$ cat src/rtl/fir_xifu_pkg.sv
// Shared types and constants for the FIR XIFU execute/memory stage.
package fir_xifu_pkg;

    localparam int unsigned FIR_XIFU_XLEN = 32;
    localparam int unsigned FIR_XIFU_ID_W = 4;
    localparam int unsigned FIR_XIFU_RF_W = 5;

    localparam logic [3:0] FIR_XIFU_BE_WORD = 4'hF;

    typedef enum logic [2:0] {
        IDLE,
        WAIT_CMT,
        REQ,
        RESP,
        DONE
    } fir_xifu_ex_state_e;

    typedef struct packed {
        logic                     valid;
        logic                     we;
        logic [FIR_XIFU_RF_W-1:0] rd;
        logic [FIR_XIFU_XLEN-1:0] data;
        logic [FIR_XIFU_ID_W-1:0] id;
        logic                     err;
    } fir_xifu_ex2wb_t;

    function automatic logic is_misaligned(input logic [1:0] addr_lsb);
        return addr_lsb != 2'b00;
    endfunction

endpackage

$ cat src/rtl/fir_xifu_ex.sv
// FIR XIFU execute/memory stage: one decoded load/store in flight, issued to the
// XIF memory interface only after commit, result forwarded to writeback.
module fir_xifu_ex
    import fir_xifu_pkg::*;
#(
    parameter int unsigned XLEN = FIR_XIFU_XLEN,
    parameter int unsigned ID_W = FIR_XIFU_ID_W,
    parameter int unsigned RF_W = FIR_XIFU_RF_W
) (
    input  logic            clk_i,
    input  logic            rst_ni,
    input  logic            id_valid_i,
    output logic            id_ready_o,
    input  logic [XLEN-1:0] id_base_i,
    input  logic [11:0]     id_offset_i,
    input  logic            id_store_i,
    input  logic [RF_W-1:0] id_rd_i,
    input  logic [ID_W-1:0] id_id_i,
    input  logic [XLEN-1:0] st_data_i,
    input  logic            commit_valid_i,
    input  logic [ID_W-1:0] commit_id_i,
    input  logic            commit_kill_i,
    output logic            mem_valid_o,
    input  logic            mem_ready_i,
    output logic [XLEN-1:0] mem_addr_o,
    output logic            mem_we_o,
    output logic [3:0]      mem_be_o,
    output logic [XLEN-1:0] mem_wdata_o,
    output logic [ID_W-1:0] mem_id_o,
    input  logic            mem_rvalid_i,
    input  logic [XLEN-1:0] mem_rdata_i,
    input  logic            mem_err_i,
    output logic            wb_valid_o,
    output logic            wb_we_o,
    output logic [RF_W-1:0] wb_rd_o,
    output logic [XLEN-1:0] wb_data_o,
    output logic [ID_W-1:0] wb_id_o,
    output logic            wb_err_o
);

    fir_xifu_ex_state_e state_q;
    logic [XLEN-1:0]    addr_q;
    logic               store_q;
    logic [RF_W-1:0]    rd_q;
    logic [ID_W-1:0]    id_q;
    logic [XLEN-1:0]    wdata_q;
    fir_xifu_ex2wb_t    wb_q;

    logic [XLEN-1:0] addr_in;
    logic            cmt_hit_in;
    logic            cmt_hit_q;

    assign addr_in    = id_base_i + {{(XLEN-12){id_offset_i[11]}}, id_offset_i};
    assign cmt_hit_in = commit_valid_i && (commit_id_i == id_id_i);
    assign cmt_hit_q  = commit_valid_i && (commit_id_i == id_q);

    // A commit may arrive together with the op, so IDLE resolves it against the incoming id.
    always_ff @(posedge clk_i or negedge rst_ni) begin
        if (!rst_ni) begin
            state_q <= IDLE;
            addr_q  <= '0;
            store_q <= 1'b0;
            rd_q    <= '0;
            id_q    <= '0;
            wdata_q <= '0;
            wb_q    <= '0;
        end else begin
            case (state_q)
                IDLE: begin
                    if (id_valid_i) begin
                        addr_q  <= addr_in;
                        store_q <= id_store_i;
                        rd_q    <= id_rd_i;
                        id_q    <= id_id_i;
                        wdata_q <= st_data_i;
                        if (!cmt_hit_in) begin
                            state_q <= WAIT_CMT;
                        end else if (commit_kill_i) begin
                            state_q <= IDLE;
                        end else if (is_misaligned(addr_in[1:0])) begin
                            wb_q.valid <= 1'b1;
                            wb_q.we    <= 1'b0;
                            wb_q.rd    <= id_rd_i;
                            wb_q.data  <= '0;
                            wb_q.id    <= id_id_i;
                            wb_q.err   <= 1'b1;
                            state_q    <= DONE;
                        end else begin
                            state_q <= REQ;
                        end
                    end
                end
                WAIT_CMT: begin
                    if (cmt_hit_q) begin
                        if (commit_kill_i) begin
                            state_q <= IDLE;
                        end else if (is_misaligned(addr_q[1:0])) begin
                            wb_q.valid <= 1'b1;
                            wb_q.we    <= 1'b0;
                            wb_q.rd    <= rd_q;
                            wb_q.data  <= '0;
                            wb_q.id    <= id_q;
                            wb_q.err   <= 1'b1;
                            state_q    <= DONE;
                        end else begin
                            state_q <= REQ;
                        end
                    end
                end
                REQ: begin
                    if (mem_ready_i) begin
                        state_q <= RESP;
                    end
                end
                RESP: begin
                    if (mem_rvalid_i) begin
                        wb_q.valid <= 1'b1;
                        wb_q.we    <= !store_q && !mem_err_i;
                        wb_q.rd    <= rd_q;
                        wb_q.data  <= store_q ? '0 : mem_rdata_i;
                        wb_q.id    <= id_q;
                        wb_q.err   <= mem_err_i;
                        state_q    <= DONE;
                    end
                end
                DONE: begin
                    wb_q.valid <= 1'b0;
                    state_q    <= IDLE;
                end
                default: state_q <= IDLE;
            endcase
        end
    end

    assign id_ready_o  = (state_q == IDLE);
    assign mem_valid_o = (state_q == REQ);
    assign mem_addr_o  = addr_q;
    assign mem_we_o    = store_q;
    assign mem_be_o    = FIR_XIFU_BE_WORD;
    assign mem_wdata_o = wdata_q;
    assign mem_id_o    = id_q;

    assign wb_valid_o = wb_q.valid;
    assign wb_we_o    = wb_q.valid && wb_q.we;
    assign wb_rd_o    = wb_q.rd;
    assign wb_data_o  = wb_q.data;
    assign wb_id_o    = wb_q.id;
    assign wb_err_o   = wb_q.valid && wb_q.err;

`ifndef SYNTHESIS
    // A memory result with no outstanding request would be silently dropped.
    rvalid_only_in_resp: assert property (
        @(posedge clk_i) disable iff (!rst_ni) mem_rvalid_i |-> (state_q == RESP)
    );
`endif

endmodule

$ cat config.mk
export PLATFORM = sky130hd
export DESIGN_NAME = fir_xifu_ex
export DESIGN_NICKNAME = d
export VERILOG_FILES = /design/src/rtl/fir_xifu_pkg.sv /design/src/rtl/fir_xifu_ex.sv
export SDC_FILE = /design/constraint.sdc
export NUM_CORES = 1
export LEC_CHECK = 0
export CAP_MARGIN = 20
export CORE_MARGIN = 5
export CORE_UTILIZATION = 49
export DETAILED_ROUTE_END_ITERATION = 12
export PLACE_DENSITY = 0.95
export SYNTH_ARGS = -nofsm -noshare
export SYNTH_HDL_FRONTEND = slang
export SYNTH_SLANG_ARGS = --single-unit
export TNS_END_PERCENT = 10
$ cat constraint.sdc
create_clock -name clk_i -period 3 [get_ports clk_i]
set_clock_uncertainty 0.05 [all_clocks]
set_input_delay 0.45 -clock clk_i [delete_from_list [all_inputs] [get_ports clk_i]]
set_output_delay 0.45 -clock clk_i [all_outputs]
set_load 0.1 [all_outputs]
== Word-level counts from Yosys, hierarchy flattened ==
Cells that the tools add are included.
Cells by class
  add/subtract/negate cells: 1
  eq/ne operators: 15
  multiplexer cells: 21
  reductions and logical operators: 16
Operator list (count)
  two-way mux 44 bit: 8
  one-hot mux 43 bit (3 select lines): 1
  adder 32 bit: 1
  two-way mux 32 bit: 1
  two-way mux 3 bit: 9
  AND reduction 9 bit: 2
  != test 2 bit, second input constant: 6
  one-hot mux 3 bit (4 select lines): 1
  equality test 4 bit: 2
  equality test 3 x 2 -> 1 bit, second input constant: 2
  != test 2 x 1 -> 1 bit, second input constant: 3
  logical AND 1 bit: 5
  one-hot mux 1 bit (4 select lines): 1
  AND reduction 4 bit: 1
  nonzero test 2 bit: 2
  nonzero test 4 bit: 1
  equality test 3 x 1 -> 1 bit, second input constant: 1
  equality test 3 bit, second input constant: 1
  zero test 3 bit: 1
  nonzero test 3 bit: 1
  zero test 1 bit: 2
  AND reduction 2 bit: 1
Word-level totals
  register bits: 121
  input bits: 130
  output and inout port bits: 119
  logic and storage cells: 65

== Longest topological paths before layout ==
  depth after elaboration: 7
  mapped depth: 10
  depth with buffers taken out: 9

== Worst setup path after synthesis ==
No wires, ideal clock.
  path kind: register -> register
  from: register state_q[0]
  to: register state_q[0]
  setup time: 82 ps
  arrival: 3351 ps
  required time: 2868 ps
  slack: -483 ps
  stages on the path, launching flop included: 5
  buffers on the path: 1
  period minus slack after synthesis: 3483 ps
  path through: dfrtp_1 buf_2 nor3b_1 a22oi_1 a21oi_1
Between the ends
  word-level cells in the longest chain between the ends: 3
  elaborated cells on any way between the ends: 10
  those cells by class: 7 x eq/ne; 1 x mux; 2 x reduce/logical
Ends and longest elaborated chain
  start: declaration: RTL line fir_xifu_ex.sv:41  | fir_xifu_ex_state_e state_q;
  start signal: assignment: RTL line fir_xifu_ex.sv:60  | state_q <= IDLE;
  start signal: assignment: RTL line fir_xifu_ex.sv:77  | state_q <= WAIT_CMT;
  start signal: assignment: RTL line fir_xifu_ex.sv:79  | state_q <= IDLE;
  equality test 3 x 2 -> 1 bit *
  via mem_valid_o: RTL line fir_xifu_ex.sv:23  | output logic mem_valid_o,
  != test 2 x 1 -> 1 bit (no source line)
  AND reduction 4 bit (no source line)
The timed path passes the listed nets; every way through them passes the cells marked *.
A chain may end at the register's enable or synchronous reset.

== Final worst setup path ==
  from: input port id_offset_i[11]
  to: register addr_q[29], in the netlist mem_addr_o[29]
Between the ends
  word-level cells in the longest chain between the ends: 1
Ends and longest elaborated chain
  start: declaration: RTL line fir_xifu_ex.sv:15  | input logic [11:0] id_offset_i,
  adder 32 bit: RTL line fir_xifu_ex.sv:53  | assign addr_in = id_base_i + {{(XLEN-12){id_offset_i[11]}}, id_offset_i};
  end signal: assignment: RTL line fir_xifu_ex.sv:71  | addr_q <= addr_in;
  end: declaration: RTL line fir_xifu_ex.sv:42  | logic [XLEN-1:0] addr_q;
No other way between the ends.

==> flow_summary.ini <==
[clock_tree]
htree_levels = 4
path_clk_slew_ns = 0.06
clkSinkCount = 121
cts_tree = yes
post_cts_buffers = 0
numCtsBuffers = 17
cts_root_buf = clkbuf_16
clock_latency_ns = 0.42
clockBufferDepth = 2

[cells_and_area]
fillers = 978
final_util_pct = 71.97
n_antenna_cell = 0
drive_above_1_share_pct = 20.13
area_delta_synth_final_pct = 43.37
seqCellArea_sq_um = 3028
fin_nets = 1232
fin_cells = 1263
fin_area_sq_um = 10070
multi_input_area_sq_um = 3516

[timing]
setup_viol = 0
setup_tns_ns = 0
min_period_ns = 2.810
fmax_mhz = 355.9
drv_slew = 0
worst_pin_slew_ns = 0.5795
min_period_over_period_pct = 93.65
maxSlewHeadroom_pct = 60.37
report.final.hold_viol_count = 0

[logic_synthesis]
netlist_area_sq_um = 7022
syn_avg_cell_area_sq_um = 8.429
synthFlopType = dfrtp_1
yosys_warnings = 0
ys_seq_area_share_pct = 43.12
syn_inst = 833
ys_seq_elements = 121
synth_edf_count = 0
yosys.cell_types.count = 59
async_flop_share_pct = 100.0

[placement]
place_area_sq_um = 9380
place_congestion = 0.9334
placedCellCount = 1230
io_buffer_count = 244
dp_hpwl_microns = 16680

[worst_setup_path]
r2r_cells = 8
critical_path_class = in -> reg
worstReg2RegStart = mem_id_o[3]$_DFFE_PN0P_
rrSetupSlack_ns = 0.75
startpoint = id_offset_i[11]
r2r_end = wb_data_o[2]$_DFFE_PN0P_
worst_ep_required_time_ns = 3.24
endpoint_kind = flip-flop
cp.arrival_ns = 3.05
critPathLaunchType = primary input
cp_max_fo = 15

[hold_path]
hold_depth = 2
hold_end = rd_q[1]$_DFFE_PN0P_
hold_start = rd_q[1]$_DFFE_PN0P_
hp-class = reg -> reg

[global_route]
grt_overflow = 0
grt_start_max_net_pins = 63
grt_usage_pct = 26.14
grt_pass1_wl_microns = 34780
grt_pass1_vias = 7104
antenna_found_initial = 0

[route]
top_layer = met4
drtAntennaViolNets = 0
vias = 7018
vias_per_cell = 5.557
drc = 0
dr.pass1.iters = 5
dr_wl_met2_microns = 11470
drt_iter0_markers = 497
routedWlPerCell_microns = 17.84
wl_met1_microns = 8356
wl_met3_microns = 1845
finalWirelength_microns = 22530

[die]
die-area_sq_um = 16820
io_pins = 249
die_h_microns = 129.7
initial_core_util_pct = 50.20
die_w_microns = 129.7
placementRows = 43
coreArea_sq_um = 13990

[flow_run]
maxCapViolations = 0

[outcome]
status = finished, final reports clean
[cells in the mapped netlist (all sizes together), types with 7 or more instances]
| cell type | number | area [sq um] |
|---|---|---|
| xnor2 | 15 | 131.4 |
| nand2 | 263 | 987.2 |
| a31oi | 8 | 56.30 |
| o21ai | 82 | 410.4 |
| inv | 11 | 41.29 |
| mux2i | 11 | 110.1 |
| a21oi | 32 | 167.7 |
| nor2 | 32 | 120.1 |
| and3 | 7 | 43.79 |
| nand3 | 8 | 40.04 |
| ha | 31 | 387.9 |
| o31ai | 7 | 52.55 |
| clkbuf | 27 | 101.4 |
| buf | 57 | 392.9 |
| dfrtp | 121 | 3028 |
| o211ai | 11 | 82.58 |
| a21o | 16 | 120.1 |
| nor3 | 9 | 50.05 |
| xor2 | 12 | 105.1 |
[kinds of logic after synthesis]
group	share of synthesized area (%)
AOI/OAI and AO/OA	17.61
and+or+nand+nor	20.69
xor gates and xnor gates	3.368
buffers and inverters	7.626
other	0.05341
muxes	1.728
adders and majority gates	5.809
DFF	43.12
[per-layer routing]
layer  up-vias  track usage (%)
met4         0            12.29
met5         -                0
met1      3348            29.25
met2       322            47.01
li1       3280                -
met3        68            6.058
[worst max path at each step]
stage | end | slack, ns
floorplan | mem_id_o[2]$_DFFE_PN0P_ | 0.005
global placement | mem_addr_o[24]$_DFFE_PN0P_ | -0.17
detailed placement | mem_addr_o[24]$_DFFE_PN0P_ | -0.31
CTS | mem_addr_o[24]$_DFFE_PN0P_ | 0.10
global route | mem_addr_o[25]$_DFFE_PN0P_ | -0.006
finish | mem_addr_o[29]$_DFFE_PN0P_ | 0.19
[sequential cells by signal (all words and copies together) (netlist names)]
| name | flops |
|---|---|
| mem_addr_o | 32 |
| state_q | 3 |
| wb_id_o | 4 |
| wb_valid_o | 1 |
| mem_id_o | 4 |
| rd_q | 5 |
| mem_wdata_o | 32 |
| wb_q | 2 |
| wb_rd_o | 5 |
| mem_we_o | 1 |
| wb_data_o | 32 |
[cells in the final DEF (no fill, tap or decap), drive strengths merged, types with 3 or more instances in the layout]
cell type / instances
nand2: 263
buf: 170
clkdlybuf4s50: 128
dfrtp: 121
o21ai: 82
nor2: 32
a21oi: 32
ha: 31
clkbuf: 17
inv: 17
a21o: 16
xnor2: 15
xor2: 12
mux2i: 11
o211ai: 11
nor3: 9
nand3: 8
a31oi: 8
o31ai: 7
and3: 7
a211oi: 5
nand4: 5
nand2b: 5
bufinv: 5
o2111ai: 5
or3: 4
o21a: 4
conb: 4
and2: 4
nor4: 3
nor2b: 3
a2111o: 3
clkinv: 3
o41ai: 3
[per-stage QoR]
step           setup WS [ns]  hold WS [ns]
2_1_floorplan       0.005156        0.1044
3_3_place_gp         -0.1700        0.4066
3_5_place_dp         -0.3072        0.4116
4_1_cts               0.1020        0.4257
5_1_grt            -0.005579        0.4518
6_report              0.1904        0.4228
[what timing repair did]
action                     4_1_cts  5_1_grt
resized for setup                0        2
hold endpoints to repair        38        0
hold buffers                     1        0
setup endpoints to repair        0        3
[worst max-delay path, cell delays in order]
cell             delay (ns)
clkdlybuf4s50_1        0.49
buf_4                  0.24
ha_1                   0.40
nand4_1                0.15
nor2_1                 0.18
nand2_1                0.07
a2111oi_0              0.47
buf_4                  0.21
nor2_1                 0.08
a31oi_1                0.18
o211ai_1               0.12
[layout make-up]
class	instances	area share [%]
multi-input cells	620	34.92
flip-flops and latches	121	30.08
repair buffers	299	25.75
clock buffers	17	4.226
clock inverters	15	2.374
well taps	180	2.237
inverters	11	0.4101
Power is left out: the tool's default activity adds up to more than one toggle a clock period on the data nets, which glitch-free logic cannot reach.
